<file path="src/rtl/uart_pkg.sv">
// Shared UART definitions used by the receive path and the LPC register map.
package uart_pkg;

    // Byte width produced by uart_rx and carried through the receive FIFO.
    localparam int UART_DATA_W = 8;

    // Line status register bit positions that lpc uses to map receive status.
    localparam int LSR_DR = 0;
    localparam int LSR_OE = 1;

endpackage

</file>
<file path="src/rtl/fifo_ram.sv">
// Simple dual-port storage array: one synchronous write port and one
// asynchronous read port. There is no reset; contents are only meaningful
// where the surrounding pointer logic says so.
module fifo_ram #(
    parameter int DEPTH_LOG2 = 4,
    parameter int DATA_W     = 8
) (
    input  logic                  clk,
    input  logic                  wr_en,
    input  logic [DEPTH_LOG2-1:0] wr_addr,
    input  logic [DATA_W-1:0]     wr_data,
    input  logic [DEPTH_LOG2-1:0] rd_addr,
    output logic [DATA_W-1:0]     rd_data
);

    localparam int DEPTH = 1 << DEPTH_LOG2;

    logic [DATA_W-1:0] mem [DEPTH];

    // Store the incoming word at the write address whenever a write is accepted.
    always_ff @(posedge clk) begin
        if (wr_en) begin
            mem[wr_addr] <= wr_data;
        end
    end

    assign rd_data = mem[rd_addr];

endmodule

</file>
<file path="src/rtl/uart_rx_fifo.sv">
// Receive buffer between uart_rx and the LPC interface. Single-cycle receive
// strobes are captured into a first-word-fall-through FIFO so the host can
// drain bytes at bus pace. Provides occupancy, full, data-ready, a sticky
// overrun flag and a registered level trigger.
module uart_rx_fifo
    import uart_pkg::*;
#(
    parameter int DEPTH_LOG2 = 4,
    parameter int DATA_W     = UART_DATA_W,
    parameter int RX_TRIG    = 8
) (
    input  logic                  LPC_CLK,
    input  logic                  LPC_RST,
    input  logic [DATA_W-1:0]     rx_data,
    input  logic                  rx_data_valid,
    input  logic                  rd_en,
    output logic [DATA_W-1:0]     rd_data,
    output logic                  rd_valid,
    output logic                  full,
    output logic [DEPTH_LOG2:0]   count,
    output logic                  overrun,
    input  logic                  ovr_clr,
    output logic                  rx_trig
);

    localparam int DEPTH = 1 << DEPTH_LOG2;
    localparam logic [DEPTH_LOG2:0] DEPTH_CNT = (DEPTH_LOG2 + 1)'(DEPTH);
    localparam logic [DEPTH_LOG2:0] TRIG_CNT  = (DEPTH_LOG2 + 1)'(RX_TRIG);

    logic [DEPTH_LOG2-1:0] wr_ptr;
    logic [DEPTH_LOG2-1:0] rd_ptr;
    logic [DEPTH_LOG2:0]   count_next;
    logic [DATA_W-1:0]     ram_data;
    logic                  wr_accept;
    logic                  rd_accept;
    logic                  drop;

    // Flags decode straight from the registered occupancy.
    assign full     = (count == DEPTH_CNT);
    assign rd_valid = (count != '0);

    // A full FIFO still takes a write when the same cycle pops a byte out.
    assign wr_accept = rx_data_valid & (~full | rd_en);
    assign rd_accept = rd_en & rd_valid;
    assign drop      = rx_data_valid & full & ~rd_en;

    // Head byte is forced to zero while empty so stale array contents never leak.
    assign rd_data = rd_valid ? ram_data : '0;

    fifo_ram #(
        .DEPTH_LOG2 (DEPTH_LOG2),
        .DATA_W     (DATA_W)
    ) u_ram (
        .clk     (LPC_CLK),
        .wr_en   (wr_accept & ~LPC_RST),
        .wr_addr (wr_ptr),
        .wr_data (rx_data),
        .rd_addr (rd_ptr),
        .rd_data (ram_data)
    );

    // Next occupancy: simultaneous push and pop leave the level unchanged.
    always_comb begin
        count_next = count;
        case ({wr_accept, rd_accept})
            2'b10:   count_next = count + 1'b1;
            2'b01:   count_next = count - 1'b1;
            default: count_next = count;
        endcase
    end

    // Pointer, occupancy and trigger state; trigger tracks the next count so it moves with count.
    always_ff @(posedge LPC_CLK) begin
        if (LPC_RST) begin
            wr_ptr  <= '0;
            rd_ptr  <= '0;
            count   <= '0;
            rx_trig <= 1'b0;
        end else begin
            if (wr_accept) begin
                wr_ptr <= wr_ptr + 1'b1;
            end
            if (rd_accept) begin
                rd_ptr <= rd_ptr + 1'b1;
            end
            count   <= count_next;
            rx_trig <= (count_next >= TRIG_CNT);
        end
    end

    // Sticky overrun: a dropped byte sets it and wins over a clear in the same cycle.
    always_ff @(posedge LPC_CLK) begin
        if (LPC_RST) begin
            overrun <= 1'b0;
        end else if (drop) begin
            overrun <= 1'b1;
        end else if (ovr_clr) begin
            overrun <= 1'b0;
        end
    end

endmodule

</file>
<file path="config.mk">
export PLATFORM = sky130hd
export DESIGN_NAME = uart_rx_fifo
export DESIGN_NICKNAME = d
export VERILOG_FILES = /design/src/rtl/uart_pkg.sv /design/src/rtl/fifo_ram.sv /design/src/rtl/uart_rx_fifo.sv
export SDC_FILE = /design/constraint.sdc
export NUM_CORES = 1
export LEC_CHECK = 0
export ABC_AREA = 0
export CAP_MARGIN = 20
export CORE_MARGIN = 10
export CORE_UTILIZATION = 40
export CTS_BUF_LIST = sky130_fd_sc_hd__clkbuf_8
export DETAILED_ROUTE_END_ITERATION = 12
export GPL_TIMING_DRIVEN = 0
export PLACE_DENSITY = 0.67
export SLEW_MARGIN = 20
export SYNTH_ARGS = -nofsm -noshare
export SYNTH_HDL_FRONTEND = slang
export SYNTH_SLANG_ARGS = --single-unit
export TNS_END_PERCENT = 1
</file>
<file path="constraint.sdc">
create_clock -name LPC_CLK -period 4.2 [get_ports LPC_CLK]
set_input_delay 0.84 -clock LPC_CLK [delete_from_list [all_inputs] [get_ports LPC_CLK]]
set_output_delay 0.84 -clock LPC_CLK [all_outputs]
set_load 0.01 [all_outputs]
</file>
### Word level (Yosys, flattened, before mapping)

Memory sizes are Yosys's and may differ from the RTL's. A register that Yosys moved wholly into a read port is not among the register bits.
Index checks and enable logic that the tools add are counted.

* add/subtract/negate cells: 4
* $lt $le $gt $ge: 1
* equality and inequality tests: 3
* mux-type cells: 8
* bitwise gates (word level): 9
* reduce and logical (&&, ||, !) cells: 2

Operators by type and width (count)
* 5-bit case mux with 2 select lines: 1
* 4-bit by 1-bit adder with 4-bit output (second input constant): 2
* 4-bit 2-to-1 mux: 2
* 8-bit 2-to-1 mux: 1
* 5-bit by 1-bit adder with 5-bit output (second input constant): 1
* 1-bit bitwise AND: 5
* 5-bit equality test (second input constant): 1
* 5-bit by 4-bit greater-or-equal comparator with 1-bit output (second input constant): 1
* 5-bit nonzero test: 1
* 5-bit by 1-bit subtractor with 5-bit output (second input constant): 1
* 1-bit 2-to-1 mux: 4
* 1-bit NOT: 3
* 2-bit by 1-bit equality test with 1-bit output (second input constant): 1
* 2-bit equality test (second input constant): 1
* 2-bit nonzero test: 1
* 1-bit bitwise OR: 1

* flip-flop bits (word level): 15
* memory bits (writable): 128
* input bits: 13
* output and inout port bits: 17
* word-level logic and storage cells: 33
* memories: 1

Memories
* u_ram.mem: words 16, bits a word 8, read ports 1, clocked after memory_dff 1, write ports 1, line fifo_ram.sv:18 `logic [DATA_W-1:0] mem [DEPTH];`

### Logic depth before layout (Yosys ltp)

* depth in word-level cells: 7
* gate-level depth with buffers: 9
* mapped depth without buffers: 9

### Modules after synthesis

A second synthesis with hierarchy kept.

* cells, all modules: 328
* area, all modules: 5861.9 um2

By module, submodules not included
* fifo_ram: instances 1, cells each 221, area an instance 4987.3 um2
* uart_rx_fifo: instances 1, cells each 107, area an instance 874.6 um2

### Worst setup path before layout

Ideal clock, no wire load.

* path kind: register -> register
* start: register count[2]
* end: register rx_trig
* library setup time: 59 ps
* data arrival time: 2669 ps
* slack: 1472 ps
* stages on the path, launching flop included: 9
* clock period less this slack: 2728 ps
* path through: dfxtp_1 > or4_4 > o31ai_4 > ha_1 > ha_1 > a21oi_1 > a211oi_1 > a2111oi_0 > a211o_1

* word-level cells in the longest chain between the ends: 7
* elaborated cells between the ends (all ways): 12

Ends and longest elaborated chain
* start, declared: line uart_rx_fifo.sv:20 `output logic [DEPTH_LOG2:0] count,`
* start signal, assigned: line uart_rx_fifo.sv:86 `count <= count_next;`
* 5-bit equality test: line uart_rx_fifo.sv:39 `assign full = (count == DEPTH_CNT);`
* 1-bit NOT: line uart_rx_fifo.sv:43 `assign wr_accept = rx_data_valid & (~full | rd_en);`
* 1-bit bitwise OR: line uart_rx_fifo.sv:43
* 1-bit bitwise AND: line uart_rx_fifo.sv:43
* 2-bit by 1-bit equality test with 1-bit output or 2-bit equality test (tied branches): line uart_rx_fifo.sv:65 `case ({wr_accept, rd_accept})`
* 5-bit case mux with 2 select lines (*): line uart_rx_fifo.sv:65
* 5-bit by 4-bit greater-or-equal comparator with 1-bit output (*): line uart_rx_fifo.sv:87 `rx_trig <= (count_next >= TRIG_CNT);`
* end signal, assigned: line uart_rx_fifo.sv:87
* end, declared: line uart_rx_fifo.sv:23 `output logic rx_trig`

Mark *: on every way between the ends. The rest lies on a longest branch, timed or not.
A chain may end at the register's enable or synchronous reset.

==> reports/results.ini <==
[cts]
ctsResizeCount = 0
clock_tree.root_cell = clkbuf_8
hold_buffers = 0
cts_tree = done
h-tree-depth = 4
clkSinkCount = 147
cts_buffer_depth = 2
clk_pin_slew_ns = 0.08
post_cts_buffers = 0
cts_buffers = 17
insertion_delay_ns = 0.43

[routing]
dr.pass1.iters = 4
wl_um = 11300
drcViolationCount = 0
vias_per_cell = 5.21
wire_per_inst_um = 20.1
drt_iter0_markers = 161
ant_nets = 0
vias = 2923

[placed_design]
dpl-instance-area_mm2 = 0.00640
dpl.hpwl_um = 7420
gp_congestion = 0.781
portBuffers = 28
dpl.cell_count = 530

[synth]
yosysMostFrequentCell = edfxtp_1
synth_ff_type = edfxtp_1
synth_top_area_cell = edfxtp_1
synth.top_cells.by_count = edfxtp_1 (128), mux4_2 (32), nor2_1 (27), dfxtp_1 (19), mux2i_1 (19)
avgSynthCellArea_um2 = 18.5
synth_fp_nets = 341
synth_top_area_share_pct = 65.5
ys_seq_elements = 147
yosys_warnings = 0
ys_seq_area_share_pct = 72.0
synth_enable_flop_cells = 128
syn_inst = 318
yosys-top-cells-area = edfxtp_1 (66%), mux4_2 (12%), dfxtp_1 (6.5%)
syn-cell-area_mm2 = 0.00587
async_flop_share_pct = 0
ys_types = 34

[timing]
rsz0062_at_grt = no
fin_crit_sh_pct = 86.7
finalSetupViolCount = 0
maxSlewViolCount = 0
setup_tns_ns = 0
clock.fmax_mhz = 275
finalHoldViolCount = 0
slew_headroom_pct = 32.0
worst_pin_slew_ns = 1.02
fin_crit_ns = 3.64
finalClockSkew_ns = 0.00902

[flow_run]
max_cap_violations = 0

[die]
pin_count = 30
die_h_um = 141
coreArea_mm2 = 0.0145
dieArea_mm2 = 0.0199
start_util_pct = 40.5
die_w_um = 141
std_cell_rows = 44

[pwr]
p_switching_mw = 1.04
p_seq_share_pct = 46.1
p_comb_share_pct = 25.5
p_int_mw = 2.61
p_leak_nw = 2.16
power.density_mw_per_mm2 = 539
pwr-share-clk_pct = 28.4
vdd_drop_max_v = 0.000351
swShare_pct = 28.4

[finish]
areaGrowthSynthToFinish_pct = 15.4
finish.instance_area_mm2 = 0.00677
nets = 388
drive_gt1_share_pct = 19.1
fin_cells = 561
antennaDiodeCount = 0
finish.utilization_pct = 46.8

[global_route]
antenna_found_initial = 0
grt.overflow.total = 0
grt_usage_pct = 12.0
grt_max_degree = 17
grt_pass1_vias = 3102
grt_first_pass_wirelength_um = 17600

[setup_path]
crit_path_start_kind = flop
critPathCaptureType = primary output
worst_ep_required_time_ns = 3.36
crit_fanout = 10
path_class = flop to primary output
arrival_ns = 2.80

[hold_path]
hp-class = flop to flop

[outcome]
status = complete, no violations

final cells by class:
type | instances | area, um^2
well taps | 184 | 230
clock inverters | 14 | 136
flip-flops and latches | 147 | 4220
clock buffers | 17 | 234
plain buffers | 15 | 62.6
repair buffers | 28 | 280
inverters | 6 | 22.5
multi-input cells | 150 | 1580
fillers | 1238 | 7710
sequential cells by signal (all words and copies together) (netlist names), named ones only:
signal,cells
count,5
overrun,1
rd_ptr,4
rx_trig,1
u_ram.mem,128
wr_ptr,4
cells in the final DEF, fill, tap and decap left out, types with 3 or more instances in the layout:
cell type / n
a21o_1: 4
a21oi_1: 4
buf_1: 4
buf_2: 5
clkbuf_1: 6
clkbuf_8: 17
clkdlybuf4s50_1: 28
clkinv_1: 3
clkinv_2: 3
dfxtp_1: 19
edfxtp_1: 128
ha_1: 9
inv_1: 6
inv_6: 3
mux2i_1: 19
mux4_2: 32
nand2_1: 8
nand2b_1: 5
nand3_1: 4
nor2_1: 27
nor3_2: 4
o22ai_1: 8
xnor2_1: 3
xor2_1: 4
cells by family after synthesis:
kind of cell               Yosys count  share of synthesized area (%)
DFF                                147                           72.0
and+or+nand+nor                     54                           4.16
muxes                               51                           15.5
AOI/OAI and AO/OA                   28                           3.58
buffers and inverters               21                           1.45
adders and majority gates           10                           2.26
xor gates and xnor gates             7                           1.04
per-layer routing:
layer	vias up	wire, um	global-route usage (%)
met5	-	0	0
met4	0	142	4.89
met1	1476	4750	14.4
li1	1359	-	-
met2	77	5650	19.4
met3	11	751	3.96
worst paths after layout:
kind,startpoint,end,slack [ns],depth (start not counted)
setup / recovery,flop,rd_data[7],0.56,5
setup reg to reg,count[0],rx_trig,1.13,8
hold reg to reg,overrun,overrun,0.48,2
hold / removal,overrun,overrun,0.48,2
through the flow:
step	hold WS (ns)	setup slack (ns)	total power [mW]
final	0.480	0.559	3.65
after global routing	0.520	0.342	3.84
after CTS	0.486	0.504	3.69
after detailed placement	0.469	0.554	2.65
after global placement	0.460	0.397	2.63
after floorplan	0.489	1.47	2.28
worst max-delay path: stages (launching register included):
cell and delay (ns):
dfxtp_1 0.32, buf_2 0.25, buf_1 0.69, mux2i_1 0.17, o22ai_1 0.32, clkdlybuf4s50_1 0.61
power by group through the flow:
stage	Clock [mW]	Combinational, mW	Sequential (mW)
CTS	1.06	0.944	1.68
floorplan	0	0.570	1.71
finish	1.04	0.932	1.68
global placement	0	0.922	1.71
global route	1.12	1.03	1.69
detailed placement	0	0.940	1.71
(Power assumes the default switching activity.)
